[src/rtl/hazard_scoreboard_unit.sv]
// Pipeline hazard unit: operand forwarding selects, load-use / multiplier stalls,
// an in-flight multiplier scoreboard with a retire hold register, and a stall counter.
module hazard_scoreboard_unit #(
    parameter int MUL_LAT = 4,
    parameter int MUL_FWD = 1,
    parameter int CNT_W   = 16
) (
    input  logic             clk,
    input  logic             arst,
    input  logic [4:0]       RS1__IF_ID,
    input  logic [4:0]       RS2__IF_ID,
    input  logic [4:0]       RD__IF_ID,
    input  logic             WB__IF_ID,
    input  logic [4:0]       RS1__ID_EX,
    input  logic [4:0]       RS2__ID_EX,
    input  logic [4:0]       RD__ID_EX,
    input  logic             WB__ID_EX,
    input  logic             mem_2_reg_ID_EX,
    input  logic             mul_ID_EX,
    input  logic             WB__EX_MEM,
    input  logic             mem_2_reg_EX_MEM,
    input  logic [4:0]       RD__EX_MEM,
    input  logic             WB__MEM_WB,
    input  logic [4:0]       RD__MEM_WB,
    input  logic             perf_clr,
    output logic [1:0]       MUX_A,
    output logic [1:0]       MUX_B,
    output logic             stall,
    output logic             mul_wb_valid,
    output logic [4:0]       mul_wb_rd,
    output logic             mul_busy,
    output logic [CNT_W-1:0] stall_cnt
);

    // Last scoreboard stage whose result is still too young for a reader in ID.
    localparam int RAW_LAST = (MUL_FWD != 0) ? MUL_LAT - 2 : MUL_LAT - 1;

    logic               push_v;
    logic [MUL_LAT-1:0] sb_valid;
    logic [4:0]         sb_rd [MUL_LAT];
    logic [MUL_LAT-1:0] raw_hit;
    logic [MUL_LAT-1:0] waw_hit;
    logic               hold_v_q;
    logic [4:0]         hold_rd_q;
    logic               hold_fwd;
    logic               load_use;
    logic               ex_mul_hit;
    logic [CNT_W-1:0]   stall_cnt_q;
    logic [CNT_W-1:0]   stall_cnt_d;
    logic [1:0]         fwd_sel [2];

    assign push_v = mul_ID_EX & WB__ID_EX & (RD__ID_EX != 5'd0);

    genvar gi;
    generate
        for (gi = 0; gi < MUL_LAT; gi++) begin : g_stage
            logic       v_q;
            logic       v_d;
            logic [4:0] rd_q;
            logic [4:0] rd_d;

            if (gi == 0) begin : g_head
                assign v_d  = push_v;
                assign rd_d = RD__ID_EX;
            end else begin : g_tail
                assign v_d  = sb_valid[gi-1];
                assign rd_d = sb_rd[gi-1];
            end

            always_ff @(posedge clk or posedge arst) begin
                if (arst) begin
                    v_q  <= 1'b0;
                    rd_q <= 5'd0;
                end else begin
                    v_q  <= v_d;
                    rd_q <= rd_d;
                end
            end

            assign sb_valid[gi] = v_q;
            assign sb_rd[gi]    = rd_q;
            // Valid entries never carry x0, so no separate rd!=0 term is needed.
            assign waw_hit[gi]  = v_q & WB__IF_ID & (rd_q == RD__IF_ID);

            if (gi <= RAW_LAST) begin : g_raw
                assign raw_hit[gi] = v_q & ((rd_q == RS1__IF_ID) | (rd_q == RS2__IF_ID));
            end else begin : g_noraw
                assign raw_hit[gi] = 1'b0;
            end
        end
    endgenerate

    assign mul_wb_valid = sb_valid[MUL_LAT-1];
    assign mul_wb_rd    = sb_rd[MUL_LAT-1];
    assign mul_busy     = |sb_valid;

    always_ff @(posedge clk or posedge arst) begin
        if (arst) begin
            hold_v_q  <= 1'b0;
            hold_rd_q <= 5'd0;
        end else begin
            hold_v_q  <= mul_wb_valid;
            hold_rd_q <= mul_wb_rd;
        end
    end

    assign hold_fwd = (MUL_FWD != 0) & hold_v_q;

    generate
        for (gi = 0; gi < 2; gi++) begin : g_fwd
            logic [4:0] src;
            logic [1:0] sel;

            assign src = (gi == 0) ? RS1__ID_EX : RS2__ID_EX;

            // A load in EX/MEM has no data yet, so only ALU results forward from there.
            always_comb begin
                sel = 2'b00;
                if (src != 5'd0) begin
                    if (WB__EX_MEM && !mem_2_reg_EX_MEM && (RD__EX_MEM == src)) begin
                        sel = 2'b10;
                    end else if (WB__MEM_WB && (RD__MEM_WB == src)) begin
                        sel = 2'b01;
                    end else if (hold_fwd && (hold_rd_q == src)) begin
                        sel = 2'b11;
                    end
                end
            end

            assign fwd_sel[gi] = sel;
        end
    endgenerate

    assign MUX_A = fwd_sel[0];
    assign MUX_B = fwd_sel[1];

    assign load_use   = mem_2_reg_ID_EX & WB__ID_EX & (RD__ID_EX != 5'd0) &
                        ((RD__ID_EX == RS1__IF_ID) | (RD__ID_EX == RS2__IF_ID));
    assign ex_mul_hit = push_v &
                        ((RD__ID_EX == RS1__IF_ID) | (RD__ID_EX == RS2__IF_ID) |
                         (WB__IF_ID & (RD__ID_EX == RD__IF_ID)));

    assign stall = load_use | ex_mul_hit | (|raw_hit) | (|waw_hit);

    always_comb begin
        stall_cnt_d = stall_cnt_q;
        if (perf_clr) begin
            stall_cnt_d = '0;
        end else if (stall && !(&stall_cnt_q)) begin
            stall_cnt_d = stall_cnt_q + CNT_W'(1);
        end
    end

    always_ff @(posedge clk or posedge arst) begin
        if (arst) begin
            stall_cnt_q <= '0;
        end else begin
            stall_cnt_q <= stall_cnt_d;
        end
    end

    assign stall_cnt = stall_cnt_q;

endmodule

[config.mk]
export PLATFORM = sky130hd
export DESIGN_NAME = hazard_scoreboard_unit
export DESIGN_NICKNAME = d
export VERILOG_FILES = /design/src/rtl/hazard_scoreboard_unit.sv
export SDC_FILE = /design/constraint.sdc
export NUM_CORES = 1
export LEC_CHECK = 0
export ABC_AREA = 1
export BUFFER_PORTS_ARGS = -buffer_cell sky130_fd_sc_hd__buf_2
export CELL_PAD_IN_SITES_DETAIL_PLACEMENT = 2
export CELL_PAD_IN_SITES_GLOBAL_PLACEMENT = 2
export CORE_ASPECT_RATIO = 0.6
export CORE_MARGIN = 3
export CORE_UTILIZATION = 31
export DETAILED_ROUTE_END_ITERATION = 8
export HOLD_SLACK_MARGIN = 0.03
export PLACE_DENSITY = 0.86
export SLEW_MARGIN = 20
export SYNTH_ARGS = -nofsm -noshare
export SYNTH_HDL_FRONTEND = slang
export SYNTH_SLANG_ARGS = --single-unit
[constraint.sdc]
create_clock -name clk -period 3.7 [get_ports clk]
set_clock_uncertainty 0.05 [all_clocks]
set_input_delay 0.37 -clock clk [delete_from_list [all_inputs] [get_ports clk]]
set_output_delay 0.37 -clock clk [all_outputs]
set_load 0.005 [all_outputs]
==> results of run 1 <==
## final cells by class
cell class	count	area, um2	share of cell area, %
well taps	135	169	4.17
inverters	89	335	8.28
clock buffers	7	143	3.52
multi-input cells	383	1860	45.9
repair buffers	77	385	9.52
clock inverters	1	5.00	0.124
flip-flops and latches	46	1150	28.4
## registers in the layout, indices dropped and copies added (netlist names)
signal / count
mul_wb_valid: 1
g_stage.v_q: 3
stall_cnt: 16
g_stage.rd_q: 15
hold_rd_q: 5
mul_wb_rd: 5
hold_fwd: 1
## cells by family after synthesis
group	count (synthesis)	synth area share (%)
adders and majority gates	1	0.368
DFF	46	33.8
buffers and inverters	98	11.5
AOI/OAI and AO/OA	32	6.54
xor gates and xnor gates	35	9.01
and+or+nand+nor	315	38.7
## worst register-to-register path, cell delays in order (launching register included)
cell and delay, ns:
dfrtp_1 0.43, ha_1 0.23, nand3_1 0.16, nor2_2 0.18, nand3_1 0.11, nor2_2 0.18
nand4_2 0.13, nor2_2 0.14, inv_1 0.25, nand4_1 0.24, nand2_1 0.08
## cells in the final DEF, fill, tap and decap left out, types with 8 or more instances in the layout
cell,instances
nand2_1,189
inv_1,88
buf_2,77
nor2_1,51
dfrtp_1,46
nand3_1,44
xor2_1,23
nand4_1,19
xnor2_1,12
a21oi_1,8
## power breakdown
group	internal [mW]	leakage, nW	switching, mW
clock	0.269	0.0739	0.205
sequential	0.521	0.579	0.0253
combinational	0.0860	1.79	0.176
## stage by stage
| stage | utilization (%) | cells |
|---|---|---|
| floorplan | - | 527 |
| global placement | 38.0 | 730 |
| detailed placement | 38.0 | 730 |
| CTS | 39.4 | 738 |
| global route | 39.4 | 738 |
| finish | 39.4 | 738 |
## routing by layer
metal	global-route usage (%)	up-vias	part of all wire, %
met3	3.40	8	4.6
met2	33.2	75	42
met4	3.17	0	0.70
met1	33.8	1811	52
met5	0	-	0
li1	-	1794	-
## worst min path at each step
stage                              start            endpoint  slack, ns  cells past startpoint
after floorplan           g_stage[1].v_q      g_stage[2].v_q       0.34                      0
after detailed placement  g_stage[1].v_q      g_stage[2].v_q       0.37                      0
after CTS                   RD__ID_EX[2]  g_stage[0].rd_q[2]       0.19                      1
after global placement    g_stage[1].v_q      g_stage[2].v_q       0.36                      0
final                               arst        stall_cnt[3]       0.17                      2
after global routing        RD__ID_EX[2]  g_stage[0].rd_q[2]       0.20                      1
==> results.md, run 1 <==
* Clock buffer count from CTS at 5
* Die height at 87.2 um
* Worst path depth at 11
* Gpl congestion at 0.869
* Cell Pwr Density at 317 mW/mm2
* Crit path max fanout at 17
* Final Cycle Share at 67.8%
* Commonest cells post-synth: 189 x nand2_1, 89 x inv_1, 51 x nor2_1
* DRT iter0 DRCs at 176
* Hpwl dp at 10.4 mm
* Wire per inst at 17.7 um
* Post-Syn Area per Cell at 6.46 um2
* Final #Nets at 653
* Via Count at 3,688
* Post-CTS Setup Bufs at 0
* Share of the synthesized area in the top cell type at 33.8%
* End of the critical path: stall
* Hold/Removal Path Class: input pin to async pin
* Slew margin rel. at 32.7%
* Syn_nets at 578
* Initial Util at 33.2%
* Total GRT Usage at 22.0%
* Crit-path most repeated cell: nand2_1
* Synth Flop Type: dfrtp_1
* Outcome: finished clean
* Maximum vdd drop at 0.195 mV
* CTS Sinks at 46
* Root buf cell: clkbuf_16
* DRC viols at 0
* TritonRoute pass-1 iters at 4
* Max Root-Sink Buffers at 2
* Max incr delay on CP at 0.43 ns
* Cell row count at 28
* Die ar. at 0.0123 mm2
* Post-synth EDFFs at 0
* Most frequent cell after synthesis: nand2_1
* R2R setup slack at 1.42 ns
* Area grow syn2layout at 18.9%
* Total power at 1.28 mW
* Synthesized flop and latch total at 46
* Worst-margin pin slew at 1.01 ns
* Required time worst endpoint at 3.28 ns
* Via density at 5.00
* Async SR Flop Fraction at 100%
* Crit path max-delay cell type: dfrtp_1
* R2R depth at 10
* Final antenna-violating net count at 0
* Pleak at 2.44 nW
* Overflow after GRT at 0
* Die W at 141 um
* Post-Syn Area at 0.00340 mm2
* CTS tree: done
* Vias in the first global route at 3,819
* Largest net degree at the start of global routing at 47
* CP endpoint kind: output port
* Max Slew Vio Count at 0
* Pre-CTS setup slack at 1.39 ns
* Critical Path Start Type: register
* Share of layout cells above drive strength 1 at 15.1%
* Syn Inst Count at 527
* Crit path max-delay family: simple AND/OR/NAND/NOR gates
* CP Class: register to output port
* CP cell instances: inv_1, nand2_1, nand2_1, nor2_1, nand3_1, nand2_1, nand2_1, nand3_1, inv_1, nand2_2, buf_2
* Final WS setup at 1.19 ns
* Placed Area at 0.00390 mm2
* Initial antenna violation count at 0
* Top cells by area, synth: dfrtp_1 34%, nand2_1 21%, inv_1 9.8%
* Fillers at 1,287
* CP startpoint: g_stage[0].rd_q[1]
* Core ar. at 0.0103 mm2
* Final TNS setup at 0 ns
* First-pass GRT wire length at 21.3 mm
* Critical path arrival at 2.09 ns
* Clock Latency Late Sink at 0.29 ns
* Ys Warns at 0
* Hold buffer count at CTS at 0
* Ports at 78
* Worst r2r src: stall_cnt[0]
* WP buf/inv at 3
* Sequential share of the synthesized area at 33.8%
* N_diodes at 0
* Depth of the CTS H-tree at 2
* Peak Freq at 399 MHz
* CTS clk-pin slew, worst paths at 0.07 ns
* Final setup fails at 0
* Post-route cell area at 0.00405 mm2
* Reg2reg end: stall_cnt[7]
* Crit path time final at 2.51 ns
* Hold Slack at 0.170 ns
* Post-Route WL at 13.1 mm
* IO Port Bufs at 77
* Post-cts sizing count at 0
* Count of final hold-check violations at 0
* Yosys cell types at 29
* Largest area contributor in the netlist: dfrtp_1
* RSZ-0062 raised after global routing: no
* Max-cap check violation count at 0
Note: power is estimated with default switching activity, not from simulation.
==> inputs of run 2 (changes only) <==
--- a/config.mk
+++ b/config.mk
@@ -11,10 +11,10 @@
 export CELL_PAD_IN_SITES_GLOBAL_PLACEMENT = 2
 export CORE_ASPECT_RATIO = 0.6
 export CORE_MARGIN = 3
-export CORE_UTILIZATION = 31
+export CORE_UTILIZATION = 26
 export DETAILED_ROUTE_END_ITERATION = 8
 export HOLD_SLACK_MARGIN = 0.03
-export PLACE_DENSITY = 0.86
+export PLACE_DENSITY = 0.77
 export SLEW_MARGIN = 20
 export SYNTH_ARGS = -nofsm -noshare
 export SYNTH_HDL_FRONTEND = slang
==> constraint.sdc (replaced) <==
create_clock -name clk -period 2.2 [get_ports clk]
set_clock_uncertainty 0.05 [all_clocks]
set_input_delay 0.22 -clock clk [delete_from_list [all_inputs] [get_ports clk]]
set_output_delay 0.22 -clock clk [all_outputs]
set_load 0.005 [all_outputs]
==> run 2 against run 1 <==
Compared with the run above: the flow now finishes with violations (setup timing); worst setup slack got worse by 1.2 ns; sequential power grew 68%; die area up 18%; routed wire length increased by 11%; clock power grew 68%; register-to-register slack worse by 1.4 ns; sequential cell count unchanged; sequential share of layout area down 1.6 points; largest cell class unchanged.
==> results.md, run 2 (same netlist as run 1, synthesis figures left out) <==
* Wire per inst at 18.5 um
* Gpl congestion at 0.852
* Max-cap check violation count at 0
* Clock Latency Late Sink at 0.29 ns
* Final antenna-violating net count at 0
* TritonRoute pass-1 iters at 4
* Most frequent cells in the layout: 189 x nand2_1, 87 x inv_1, 77 x buf_2, 44 x nor2_1, 41 x nand3_1
* Largest net degree at the start of global routing at 33
* DRT iter0 DRCs at 176
* Ports at 78
* CTS tree: done
* Max Root-Sink Buffers at 2
* RSZ-0062 raised after global routing: yes
* CTS Sinks at 46
* Hold/Removal Path Class: input pin to register
* Count of final hold-check violations at 0
* Worst-margin pin slew at 0.605 ns
* Reg power frac at 41.6%
* Slew margin rel. at 59.6%
* Clock buffer count from CTS at 5
* Final Cycle Share at 101%
* Peak Freq at 452 MHz
* Via Count at 3,847
* Max reg flops at 16
* P_int at 1.50 mW
* Final setup fails at 3
* Initial antenna violation count at 0
* Post-route cell area at 0.00432 mm2
* Die height at 94.6 um
* Area grow syn2layout at 26.9%
* Placed Area at 0.00399 mm2
* Critical Path Start Type: register
* Final Util at 34.8%
* Inst Count DP at 767
* Final WS setup at -0.0118 ns
* Pre-CTS setup slack at 0.0431 ns
* Cell Pwr Density at 512 mW/mm2
* Worst r2r src: stall_cnt[1]
* Share of layout cells above drive strength 1 at 20.6%
* Depth of the CTS H-tree at 2
* Maximum vdd drop at 0.300 mV
* Multi-input gate area at 0.00193 mm2
* Die W at 154 um
* Clock share of power at 36.0%
* Pleak at 2.54 nW
* Sw Pwr at 0.708 mW
* CP endpoint kind: register
* CP startpoint: stall_cnt[1]
* First-pass GRT wire length at 22.3 mm
* IO Port Bufs at 77
* Combinational Power Share at 22.4%
* Crit path time final at 2.21 ns
* Required time worst endpoint at 2.38 ns
* Fillers at 1,553
* R2R setup slack at -0.01 ns
* Via density at 4.89
* Die ar. at 0.0145 mm2
* Vias in the first global route at 4,139
* N_diodes at 0
* Outcome: finished, violations left
* Hpwl dp at 11.1 mm
* Cell row count at 31
* Max Slew Vio Count at 0
* Reg2reg end: stall_cnt[4]
* Core ar. at 0.0124 mm2
* Storage element area at 0.00116 mm2
* Most common cell after layout, fill and taps aside: nand2_1
* CTS clk-pin slew, worst paths at 0.06 ns
* Overflow after GRT at 0
* Critical path arrival at 2.39 ns
* Post-Route WL at 14.5 mm
* Root buf cell: clkbuf_16
* DRC viols at 0
* Sw Share at 32.0%
* Failing checks: setup timing
* Crit path max fanout at 8
* Total GRT Usage at 19.2%
* Initial Util at 27.4%
* End of the critical path: stall_cnt[4]
* CP Class: register to register
* R2R depth at 10
* Post-route insts no fill at 787
* Final #Nets at 672
## run 2: cell types whose count changed in the layout (fill, tap and decap cells not counted), moves of 4 or more
cell | previous run | this run
buf_4 | 0 | 16
dfrtp_1 | 46 | 40
dfrtp_2 | 0 | 6
nor2_1 | 51 | 44
nor2_2 | 3 | 7
## run 2: final cells by class
class                   count  share of cell area (%)
clock inverters             1                   0.116
clock buffers               7                    3.30
well taps                 165                    4.78
repair buffers             95                    12.4
flip-flops and latches     46                    26.8
multi-input cells         384                    44.7
inverters                  89                    7.82
## run 2: critical path, stage by stage, from the launching register on
cell      delay [ns]
dfrtp_1         0.42
ha_2            0.23
nand3_2         0.14
nor2_4          0.17
nand3_2         0.09
nor2_4          0.16
nand4_2         0.13
nor2_4          0.20
o21bai_2        0.27
nand3_1         0.17
nand2_1         0.11
## run 2: what timing repair did
item / in CTS / in global routing
setup buffers: 1 / 9
pin swaps: 0 / 5
gates cloned: 0 / 1
endpoints found under the setup margin: 1 / 18
endpoints found under the hold margin: 23 / 0
resized for setup: 6 / 17
hold buffers: 1 / 0
## run 2: layer usage
layer	GRT usage, %	routed length [um]	vias up
met5	0	0	-
met4	3.60	137	0
met3	2.75	570	11
met2	30.3	6380	80
met1	28.2	7440	1925
li1	-	-	1831
## run 2: metrics by stage
stage | hold slack, ns | setup TNS [ns] | power, mW
after floorplan | 0.201 | 0 | 1.17
after global placement | 0.263 | 0 | 1.36
after detailed placement | 0.272 | 0 | 1.39
after CTS | 0.0608 | 0 | 2.20
after global routing | 0.0606 | -1.06 | 2.32
final | 0.0653 | -0.0278 | 2.21
## run 2: how the worst min path moves through the flow
stage	from	endpoint	slack [ns]	cells after the start
floorplan	RD__ID_EX[0]	g_stage[0].rd_q[0]	0.20	0
global placement	arst	stall_cnt[4]	0.26	2
detailed placement	arst	stall_cnt[4]	0.27	2
CTS	RD__ID_EX[0]	g_stage[0].rd_q[0]	0.06	1
global route	RD__ID_EX[0]	g_stage[0].rd_q[0]	0.06	1
finish	RD__ID_EX[0]	g_stage[0].rd_q[0]	0.07	1
## run 2: power groups by stage
stage / combinational [mW] / clock [mW] / sequential [mW]
finish: 0.495 / 0.797 / 0.920
global route: 0.552 / 0.847 / 0.925
CTS: 0.467 / 0.818 / 0.918
detailed placement: 0.455 / 0 / 0.935
global placement: 0.433 / 0 / 0.930
floorplan: 0.252 / 0 / 0.921
==> inputs of run 3 (changes only) <==
--- a/config.mk
+++ b/config.mk
@@ -5,13 +5,13 @@
 export SDC_FILE = /design/constraint.sdc
 export NUM_CORES = 1
 export LEC_CHECK = 0
-export ABC_AREA = 1
+export ABC_AREA = 0
 export BUFFER_PORTS_ARGS = -buffer_cell sky130_fd_sc_hd__buf_2
 export CELL_PAD_IN_SITES_DETAIL_PLACEMENT = 2
 export CELL_PAD_IN_SITES_GLOBAL_PLACEMENT = 2
 export CORE_ASPECT_RATIO = 0.6
 export CORE_MARGIN = 3
-export CORE_UTILIZATION = 26
+export CORE_UTILIZATION = 29
 export DETAILED_ROUTE_END_ITERATION = 8
 export HOLD_SLACK_MARGIN = 0.03
 export PLACE_DENSITY = 0.77
==> run 3 against run 2 <==
Compared with the run above: worst hold slack lost 0.038 ns; clock-buffer cell count shrank 2; utilization grew 9.9 points; via count shrank 26%; the flow still finishes with violations (setup timing); die area shrank 23%; first-iteration DRC count shrank 31%; worst setup slack lost 0.39 ns; synthesized area shrank 16%; critical path depth shrank 1.
==> results.md, run 3 <==
* Hpwl dp at 8.07 mm
* Highest routed layer: met4
* Syn_nets at 345
* Total power at 2.31 mW
* Gpl congestion at 0.840
* DRT iter0 DRCs at 122
* Final setup fails at 17
* Met2 WL at 6.47 mm
* Die height at 83.0 um
* Overflow after GRT at 0
* Most common cell after layout, fill and taps aside: buf_2
* Core ar. at 0.00939 mm2
* Final antenna-violating net count at 0
* Critical Path Start Type: register
* Share of layout cells above drive strength 1 at 43.0%
* Critical path arrival at 2.77 ns
* Commonest cells post-synth: 68 x xor2_1, 46 x dfrtp_1, 27 x xnor2_1
* Post-synth EDFFs at 0
* Fillers at 1,026
* Via Count at 2,865
* Post-Syn Area per Cell at 9.75 um2
* Slew margin rel. at 57.9%
* CTS Sinks at 46
* Area grow syn2layout at 46.5%
* Post-Route WL at 13.3 mm
* Total GRT Usage at 22.2%
* Clock buffer count from CTS at 5
* RSZ-0062 raised after global routing: yes
* Pleak at 1.88 nW
* Ports at 78
* Die W at 134 um
* Peak Freq at 384 MHz
* CP Class: register to register
* N_diodes at 0
* IO Port Bufs at 77
* CTS tree: done
* Initial antenna violation count at 0
* Crit path max fanout at 6
* CTS clk-pin slew, worst paths at 0.08 ns
* Final WS setup at -0.401 ns
* Die ar. at 0.0111 mm2
* Outcome: finished, violations left
* Cell row count at 27
* Clock Latency Late Sink at 0.30 ns
* Max-cap check violation count at 0
* Max Slew Vio Count at 0
* Depth of the CTS H-tree at 2
* Top cells by area, synth: dfrtp_1 40%, xor2_1 21%, xnor2_1 8.3%
* Required time worst endpoint at 2.37 ns
* Root buf cell: clkbuf_16
* Final #Nets at 462
* Max Root-Sink Buffers at 2
* DR WL met3 at 694 um
* TritonRoute pass-1 iters at 4
* Most frequent cells in the layout: 76 x buf_2, 60 x xor2_1, 42 x dfrtp_1, 31 x buf_4, 27 x xnor2_1
* Crit path time final at 2.60 ns
* Maximum vdd drop at 0.278 mV
* Cell Pwr Density at 551 mW/mm2
* Initial Util at 30.5%
* DRC viols at 0
* Worst-margin pin slew at 0.631 ns
* Final Util at 44.7%
* Largest area contributor in the netlist: dfrtp_1
* Sequential share of the synthesized area at 40.2%
* Largest net degree at the start of global routing at 47
* Synthesized flop and latch total at 46
* Final Cycle Share at 118%
* Post-Syn Area at 0.00287 mm2
* CP endpoint kind: register
* Share of the synthesized area in the top cell type at 40.2%
* Yosys cell types at 33
* Max reg flops at 16
* Async SR Flop Fraction at 100%
* Failing checks: setup timing
* Multi-input gate area at 0.00189 mm2
* Synth Flop Type: dfrtp_1
* Met1 wire length at 5.84 mm
* Vias in the first global route at 3,288
* Ys Warns at 0
* Syn Inst Count at 294
* Count of final hold-check violations at 0
* Hold/Removal Path Class: input pin to async pin
* First-pass GRT wire length at 19.4 mm
* Hold buffer count at CTS at 0
* Most frequent cell after synthesis: xor2_1
* Storage element area at 0.00116 mm2
* Via density at 5.29
* Wire per inst at 24.5 um
-- run 3: changes by cell type after synthesis, moves of 8 or more --
cell | previous run | this run
or3_1 | 0 | 9
nor4_1 | 2 | 15
nand2_1 | 189 | 9
clkbuf_1 | 0 | 10
xor2_1 | 23 | 68
nor2_1 | 51 | 8
nand3_1 | 44 | 16
and3_1 | 0 | 10
a21oi_1 | 8 | 16
xnor2_1 | 12 | 27
inv_1 | 89 | 2
-- run 3: area by class of cell --
| cell class | instances | area share, % |
|---|---|---|
| Tap cell | 130 | 3.88 |
| Clock inverter | 3 | 0.954 |
| Multi-Input combinational cell | 233 | 45.1 |
| Inverter | 3 | 0.388 |
| Sequential cell | 46 | 27.5 |
| Clock buffer | 5 | 2.98 |
| Timing Repair Buffer | 122 | 19.2 |
-- run 3: cell families after synthesis --
kind of cell	Yosys count	synth area share (%)
AO/OA/AOI/OAI	35	7.07
XOR/XNOR	95	29.0
adder cells (fa/ha/maj)	1	0.437
buffers and inverters	15	2.14
flip-flops	46	40.2
multiplexers	2	0.917
AND/OR/NAND/NOR	100	20.2
-- run 3: worst paths after layout --
check,start,endpoint,slack [ns],cells after the start
worst min-delay path,arst,g_stage[1].rd_q[0],0.03,3
worst max-delay path,g_stage[0].rd_q[1],stall_cnt[9],-0.40,9
worst max register to register,g_stage[0].rd_q[1],stall_cnt[9],-0.40,9
max in group asynchronous,arst,g_stage[1].rd_q[1],1.62,3
worst min register to register,mul_wb_rd[0],hold_rd_q[0],0.39,0
min in group clk,RD__ID_EX[3],g_stage[0].rd_q[3],0.06,1
-- run 3: per-layer routing --
layer | up-vias | global-route usage (%)
met5 | - | 0
met4 | 0 | 4.81
met3 | 25 | 3.87
met2 | 100 | 37.7
met1 | 1476 | 29.6
li1 | 1264 | -
-- run 3: worst max-delay path, stage by stage, from the launching register on --
cell	delay [ns]
dfrtp_1	0.45
xor2_1	0.18
nor4_1	0.38
nand3_1	0.19
nand4_1	0.25
nor4_4	0.09
buf_4	0.15
clkbuf_16	0.15
or4_4	0.48
a21oi_2	0.14
-- run 3: where the power goes --
group	switching (mW)	leakage, nW	internal, mW	total [mW]
Clock	0.344	0.0836	0.533	0.877
Sequential	0.0428	0.575	0.877	0.920
Combinational	0.280	1.22	0.237	0.517
Total	0.666	1.88	1.65	2.31
-- run 3: stage by stage --
stage          worst slack [ns]  hold WS, ns  std cells  setup TNS (ns)  area [um2]
3_3_place_gp             -0.188        0.360        516          -0.929        3580
3_5_place_dp             -0.254        0.358        516           -2.21        3580
5_1_grt                  -0.573       0.0645        542           -8.28        4200
2_1_floorplan            0.0246        0.201        294               0        2870
6_report                 -0.401       0.0275        542           -5.24        4200
4_1_cts                  -0.177       0.0583        537           -1.58        4000
-- run 3: repair_timing --
action | in CTS | in global routing
gates cloned | 1 | 0
resized for setup | 33 | 36
setup endpoints to repair | 16 | 17
buffers inserted | 12 | 6
pin swaps | 32 | 18
